### config.mk
export PLATFORM = sky130hd
export DESIGN_NAME = wb_dma_master_flat
export DESIGN_NICKNAME = d
export VERILOG_FILES = /design/src/rtl/wb_dma_master_if.sv /design/src/rtl/wb_dma_master.sv /design/src/flat_wrapper.sv
export SDC_FILE = /design/constraint.sdc
export NUM_CORES = 1
export LEC_CHECK = 0
export CAP_MARGIN = 20
export CORE_MARGIN = 2
export CORE_UTILIZATION = 46
export DETAILED_ROUTE_END_ITERATION = 8
export GPL_TIMING_DRIVEN = 1
export PLACE_DENSITY_LB_ADDON = 0.3
export SLEW_MARGIN = 15
export SYNTH_ARGS = -nofsm -noshare
export SYNTH_HDL_FRONTEND = slang
export SYNTH_SLANG_ARGS = --single-unit
### constraint.sdc
create_clock -name wb_clk_i -period 2.58 [get_ports wb_clk_i]
set_clock_uncertainty 0.1 [all_clocks]
set_input_delay 0.516 -clock wb_clk_i [delete_from_list [all_inputs] [get_ports wb_clk_i]]
set_output_delay 0.516 -clock wb_clk_i [all_outputs]
set_load 0.02 [all_outputs]
### src/rtl/wb_dma_master_if.sv
// Wishbone master-side bus bundle for the DMA copy engine.
// Signal names keep the original port names so existing slave/arbiter wiring maps one to one.
interface wb_dma_master_if;
    logic        dma_stb_o;
    logic        dma_cyc_o;
    logic        dma_we_o;
    logic [3:0]  dma_sel_o;
    logic [31:0] dma_adr_o;
    logic [31:0] dma_dat_o;
    logic        dma_ack_i;
    logic [31:0] dma_dat_i;

    modport master (
        output dma_stb_o, dma_cyc_o, dma_we_o, dma_sel_o, dma_adr_o, dma_dat_o,
        input  dma_ack_i, dma_dat_i
    );

    modport slave (
        input  dma_stb_o, dma_cyc_o, dma_we_o, dma_sel_o, dma_adr_o, dma_dat_o,
        output dma_ack_i, dma_dat_i
    );
endinterface

### src/rtl/wb_dma_master.sv
// Word-by-word memory copy engine: reads a source word, writes it to the destination, repeats.
// Abort stops after the bus cycle in flight; every output comes straight from a register.
module wb_dma_master #(
    parameter int unsigned LEN_W = 16
) (
    input  logic                 wb_clk_i,
    input  logic                 wb_rst_i,
    input  logic                 start,
    input  logic                 abort,
    input  logic [31:0]          src_addr,
    input  logic [31:0]          dst_addr,
    input  logic [LEN_W-1:0]     len,
    wb_dma_master_if.master      bus,
    output logic                 busy,
    output logic                 done,
    output logic                 aborted,
    output logic [LEN_W-1:0]     xfer_cnt
);

    typedef enum logic [1:0] {IDLE, RD, WR, DONE} state_t;

    state_t           state;
    logic [31:0]      src;
    logic [31:0]      dst;
    logic [LEN_W-1:0] len_r;
    logic             abort_pend;

    logic [LEN_W-1:0] cnt_next;
    logic [31:0]      src_next;
    logic [31:0]      dst_next;
    logic             stop;

    always_comb begin
        cnt_next = xfer_cnt + LEN_W'(1);
        src_next = src + 32'd4;
        dst_next = dst + 32'd4;
        stop     = abort | abort_pend;
    end

    always_ff @(posedge wb_clk_i) begin
        if (wb_rst_i) begin
            state         <= IDLE;
            src           <= '0;
            dst           <= '0;
            len_r         <= '0;
            abort_pend    <= 1'b0;
            bus.dma_stb_o <= 1'b0;
            bus.dma_cyc_o <= 1'b0;
            bus.dma_we_o  <= 1'b0;
            bus.dma_sel_o <= '0;
            bus.dma_adr_o <= '0;
            bus.dma_dat_o <= '0;
            busy          <= 1'b0;
            done          <= 1'b0;
            aborted       <= 1'b0;
            xfer_cnt      <= '0;
        end else begin
            done <= 1'b0;
            case (state)
                IDLE: begin
                    if (start) begin
                        src        <= {src_addr[31:2], 2'b00};
                        dst        <= {dst_addr[31:2], 2'b00};
                        len_r      <= len;
                        xfer_cnt   <= '0;
                        aborted    <= 1'b0;
                        abort_pend <= 1'b0;
                        busy       <= 1'b1;
                        if (len != '0) begin
                            state         <= RD;
                            bus.dma_cyc_o <= 1'b1;
                            bus.dma_stb_o <= 1'b1;
                            bus.dma_we_o  <= 1'b0;
                            bus.dma_sel_o <= 4'hF;
                            bus.dma_adr_o <= {src_addr[31:2], 2'b00};
                        end else begin
                            state <= DONE;
                            done  <= 1'b1;
                        end
                    end
                end
                RD: begin
                    if (abort) abort_pend <= 1'b1;
                    if (bus.dma_ack_i) begin
                        if (stop) begin
                            // aborted read: the fetched word is dropped, no write follows
                            state         <= DONE;
                            done          <= 1'b1;
                            aborted       <= 1'b1;
                            bus.dma_cyc_o <= 1'b0;
                            bus.dma_stb_o <= 1'b0;
                            bus.dma_sel_o <= '0;
                        end else begin
                            state         <= WR;
                            bus.dma_we_o  <= 1'b1;
                            bus.dma_adr_o <= dst;
                            bus.dma_dat_o <= bus.dma_dat_i;
                        end
                    end
                end
                WR: begin
                    if (abort) abort_pend <= 1'b1;
                    if (bus.dma_ack_i) begin
                        src      <= src_next;
                        dst      <= dst_next;
                        xfer_cnt <= cnt_next;
                        if (cnt_next == len_r || stop) begin
                            // the last word completing always wins over a pending abort
                            state         <= DONE;
                            done          <= 1'b1;
                            aborted       <= (cnt_next != len_r);
                            bus.dma_cyc_o <= 1'b0;
                            bus.dma_stb_o <= 1'b0;
                            bus.dma_we_o  <= 1'b0;
                            bus.dma_sel_o <= '0;
                        end else begin
                            state         <= RD;
                            bus.dma_we_o  <= 1'b0;
                            bus.dma_adr_o <= src_next;
                        end
                    end
                end
                DONE: begin
                    state      <= IDLE;
                    busy       <= 1'b0;
                    abort_pend <= 1'b0;
                end
                default: state <= IDLE;
            endcase
        end
    end

endmodule

### src/flat_wrapper.sv
// flat-port wrapper written by rule: the top's interface ports become plain ports
module wb_dma_master_flat 
#(
    parameter int unsigned LEN_W = 16
)
  (wb_clk_i, wb_rst_i, start, abort, src_addr, dst_addr, len, busy, done, aborted, xfer_cnt, bus_dma_stb_o, bus_dma_cyc_o, bus_dma_we_o, bus_dma_sel_o, bus_dma_adr_o, bus_dma_dat_o, bus_dma_ack_i, bus_dma_dat_i);
  wb_dma_master_if bus_i ();
  input  logic wb_clk_i;
  input  logic wb_rst_i;
  input  logic start;
  input  logic abort;
  input  logic [31:0] src_addr;
  input  logic [31:0] dst_addr;
  input  logic [LEN_W-1:0] len;
  output logic busy;
  output logic done;
  output logic aborted;
  output logic [LEN_W-1:0] xfer_cnt;
  output wire logic [$bits(bus_i.dma_stb_o)-1:0] bus_dma_stb_o;
  output wire logic [$bits(bus_i.dma_cyc_o)-1:0] bus_dma_cyc_o;
  output wire logic [$bits(bus_i.dma_we_o)-1:0] bus_dma_we_o;
  output wire logic [$bits(bus_i.dma_sel_o)-1:0] bus_dma_sel_o;
  output wire logic [$bits(bus_i.dma_adr_o)-1:0] bus_dma_adr_o;
  output wire logic [$bits(bus_i.dma_dat_o)-1:0] bus_dma_dat_o;
  input wire logic [$bits(bus_i.dma_ack_i)-1:0] bus_dma_ack_i;
  input wire logic [$bits(bus_i.dma_dat_i)-1:0] bus_dma_dat_i;
  assign bus_dma_stb_o = bus_i.dma_stb_o;
  assign bus_dma_cyc_o = bus_i.dma_cyc_o;
  assign bus_dma_we_o = bus_i.dma_we_o;
  assign bus_dma_sel_o = bus_i.dma_sel_o;
  assign bus_dma_adr_o = bus_i.dma_adr_o;
  assign bus_dma_dat_o = bus_i.dma_dat_o;
  assign bus_i.dma_ack_i = bus_dma_ack_i;
  assign bus_i.dma_dat_i = bus_dma_dat_i;
  wb_dma_master #(.LEN_W(LEN_W)) u_core (.wb_clk_i(wb_clk_i), .wb_rst_i(wb_rst_i), .start(start), .abort(abort), .src_addr(src_addr), .dst_addr(dst_addr), .len(len), .bus(bus_i), .busy(busy), .done(done), .aborted(aborted), .xfer_cnt(xfer_cnt));
endmodule
==> flow_summary_export.csv, run 1 <==
group,metric,value,unit
die,design.die.area,20800,µm²
worst_setup_path,crit_slowest_cell,"a2111oi_2",
timing,max_freq,386,MHz
yosys,syn_avg_cell_area,7.45,µm²
clock_tree,cts_buffers,17,
routing,drc_errors,0,
worst_setup_path,crit_start,"u_core.xfer_cnt[0]",
job,maxCapViolCount,0,
die,std_cell_rows,51,
cells_and_area,drive_above_1_share,15.3,%
routing,wl_per_cell,17.6,µm
routing,wirelength,30500,µm
die,start_util,46.7,%
worst_setup_path,worst-path-buf-inv,4,
timing,whs,353,ps
power_and_ir_drop,power_leakage,0.00470,µW
die,dieHeight,144,µm
yosys,synth_ff_type,"dfxtp_1",
clock_tree,postCtsHoldBufs,0,
yosys,netlist_top_cells_count,"nand2_1, dfxtp_1, a21oi_1, nor2_1, o21ai_0",
timing,tightest_slew,793,ps
timing,fin_crit_sh,101,%
die,io_pins,207,
worst_setup_path,r2r-start,"u_core.xfer_cnt[0]",
yosys,synth_fp_nets,1336,
cells_and_area,area_growth,43.4,%
timing,setup_viol,3,
timing,finalHoldViolations,0,
worst_setup_path,worst_ep_arrival_time,2770,ps
cells_and_area,finalNonFillerCells,1734,
worst_setup_path,crit_chain,"ha_4 > nand3_4 > buf_8 > nor4_4 > nand4_1 > a2111oi_2 > buf_4 > a31oi_4 > buf_12 > buf_6 > o2111ai_2 > a21oi_1",
grt,grtUsageTotal,28.6,%
timing,finalWorstSetupSlack,-14.0,ps
yosys,yosysMostFrequentCell,"nand2_1",
timing,relSlewSlack,47.2,%
routing,viasPerCell,5.83,
worst_setup_path,critPathMaxStageDelay,400,ps
yosys,yosysWarnings,0,
timing,setup-tns-final,-35.4,ps
placed_design,gp_congestion,0.869,
grt,grt_first_pass_wirelength,47200,µm
outcome,status,"complete, but fails checks",
placed_design,dpl_worst_slack,-238,ps
routing,final_antenna_net_count,0,
grt,antenna_found_initial,2,
clock_tree,htreeDepth,4,
worst_hold_path,hp-start,"u_core.bus.dma_dat_o[14]",
worst_setup_path,required,2750,ps
clock_tree,clk_latency,430,ps
timing,grt_setup_unrepaired,"yes",
cells_and_area,final_nets,1579,
yosys,syn_area,9030,µm²
outcome,violations,"negative setup slack",
worst_hold_path,min_path_type,"flop to flop",
routing,first_pass_iters,7,
power_and_ir_drop,p_per_area,947,nW/µm²
die,core_area,19300,µm²
yosys,synth_enable_flop_cells,0,
grt,first_global_vias,9543,
yosys,synth-seq-cells,163,
clock_tree,cts.sinks,163,
yosys,async_flop_share,0,%
clock_tree,clk_pin_slew_worst_paths,70,ps
grt,gr-total-overflow,0,
worst_setup_path,critPathTopFamily,"compound AO/OA/AOI/OAI gates",
clock_tree,tritoncts,"yes",
worst_setup_path,critPathLaunchType,"flop",
placed_design,io_buffers,202,
yosys,synth_top_area_cell,"dfxtp_1",
worst_setup_path,worstPathMaxFanout,8,
yosys,synthCells,1212,
grt,grt_max_degree,71,
cells_and_area,utilization,67.0,%
placed_design,dp_hpwl,20900,µm
timing,drv_slew,0,
yosys,ys_types,65,
clock_tree,clockBufferDepth,2,
power_and_ir_drop,ir_drop,594,µV
die,die_w,144,µm
yosys,synth.area.top_cells,"dfxtp_1, nand2_1, a21oi_1, o21ai_0, nor2_1",
clock_tree,clock-root-buffer,"clkbuf_16",
worst_setup_path,cp-end-kind,"flop",
yosys,synth_top_area_share,36.1,%
worst_setup_path,critPathKind,"flop to flop",
routing,vias,10100,
placed_design,place_inst,1693,
routing,first_iter_violations,1050,
timing,min_period,2590,ps
yosys,yosysSeqAreaShare,36.1,%
-- layout by cell type, fill, tap and decap left out, types with 7 or more instances in the layout --
cell             synthesis  final
xnor2_1                 23     21
a31oi_1                 27     24
nand2_1                190    189
inv_1                   22     22
nand2b_1                 8      8
clkbuf_16                0     19
a21oi_1                137    135
nand3_1                 39     37
or2_2                    7      7
buf_4                    6    108
clkdlybuf4s50_1          0    201
nand4_1                 12     12
mux2i_1                  9      9
a211oi_1                34     34
o211ai_1                27     27
o21ai_0                 94     93
nor2_1                 105    103
xor2_1                  25     25
o22ai_1                 11     11
buf_12                   0     15
nor4_1                  18     17
and3_1                  16     16
dfxtp_1                163    157
a221oi_1                14     13
nor3_1                  19     19
and4_1                  10      8
-- registers in the layout (all words and copies together) (netlist names) --
name,flops
u_core.bus.dma_dat_o,32
u_core.bus.dma_adr_o,31
u_core.dst,30
u_core.src,30
u_core.len_r,16
u_core.xfer_cnt,16
u_core.state,2
u_core.abort_pend,1
u_core.aborted,1
u_core.bus.dma_sel_o,1
u_core.bus.dma_we_o,1
u_core.busy,1
u_core.done,1
-- stage by stage --
| step | cell area [µm²] | total power (µW) |
|---|---|---|
| 2_1_floorplan | 9030 | 7110 |
| 6_report | 12900 | 12300 |
| 3_5_place_dp | 12000 | 9400 |
| 3_3_place_gp | 12000 | 9270 |
| 5_1_grt | 12900 | 13000 |
| 4_1_cts | 12700 | 12100 |
-- metal layers --
layer | part of all wire [%] | up-vias | track usage [%] | wire length [µm]
li1 | - | 4851 | - | -
met1 | 40 | 4758 | 34.1 | 12300
met2 | 48 | 414 | 48.3 | 14800
met3 | 6.6 | 91 | 5.70 | 2030
met4 | 4.6 | 2 | 15.7 | 1390
met5 | 0.062 | - | 0 | 19
-- worst paths after layout --
check                                                 to  slack (ps)  cells after the start
worst max register to register  u_core.bus.dma_adr_o[28]         -10                     12
worst min register to register  u_core.bus.dma_dat_o[14]         350                      2
worst max-delay path            u_core.bus.dma_adr_o[28]         -10                     12
worst min-delay path            u_core.bus.dma_dat_o[14]         350                      2
-- worst register-to-register path: stages (launching register included) --
cell and delay, ps:
dfxtp_2 350, ha_4 180, nand3_4 80, buf_8 150
nor4_4 150, nand4_1 190, a2111oi_2 400, buf_4 180
a31oi_4 80, buf_12 160, buf_6 130, o2111ai_2 180
a21oi_1 90
-- logic make-up (layout without fill, tap and decap cells) --
| group | after synthesis | in the layout | share of synthesized area, % |
|---|---|---|---|
| AOI/OAI and AO/OA | 391 | 391 | 26.2 |
| buffers and inverters | 128 | 384 | 5.94 |
| adders and majority gates | 7 | 7 | 0.970 |
| muxes | 13 | 13 | 1.50 |
| DFF | 163 | 163 | 36.1 |
| and+or+nand+nor | 462 | 462 | 24.6 |
| other | 0 | 1 | 0 |
| xor gates and xnor gates | 48 | 48 | 4.66 |
-- power by group --
| part | total [µW] | internal [µW] | leakage, µW | switching (µW) |
|---|---|---|---|---|
| clock | 2530 | 1440 | 0.000279 | 1090 |
| sequential | 3710 | 3140 | 0.00134 | 570 |
| combinational | 6020 | 2600 | 0.00308 | 3420 |
-- cell type report --
type | instances | area, µm²
fillers | 1637 | 6390
well taps | 265 | 332
repair buffers | 330 | 3230
multi-input cells | 921 | 5450
clock inverters | 10 | 97.6
diodes | 1 | 2.50
clock buffers | 22 | 484
inverters | 22 | 82.6
flip-flops and latches | 163 | 3270
-- timing repair --
item / CTS / global route
gates resized for setup: 19 / 30
cloned: 1 / 2
setup endpoints to repair: 32 / 33
pin swaps: 3 / 16
setup buffers: 1 / 4
Note: power is estimated with default switching activity, not from simulation.
==> run 2: changes to the inputs <==
--- a/config.mk
+++ b/config.mk
@@ -5,7 +5,6 @@
 export SDC_FILE = /design/constraint.sdc
 export NUM_CORES = 1
 export LEC_CHECK = 0
-export CAP_MARGIN = 20
 export CORE_MARGIN = 2
 export CORE_UTILIZATION = 46
 export DETAILED_ROUTE_END_ITERATION = 8
==> results of run 2 <==
The final DEF is identical to that of run 1; final timing and power are the same.
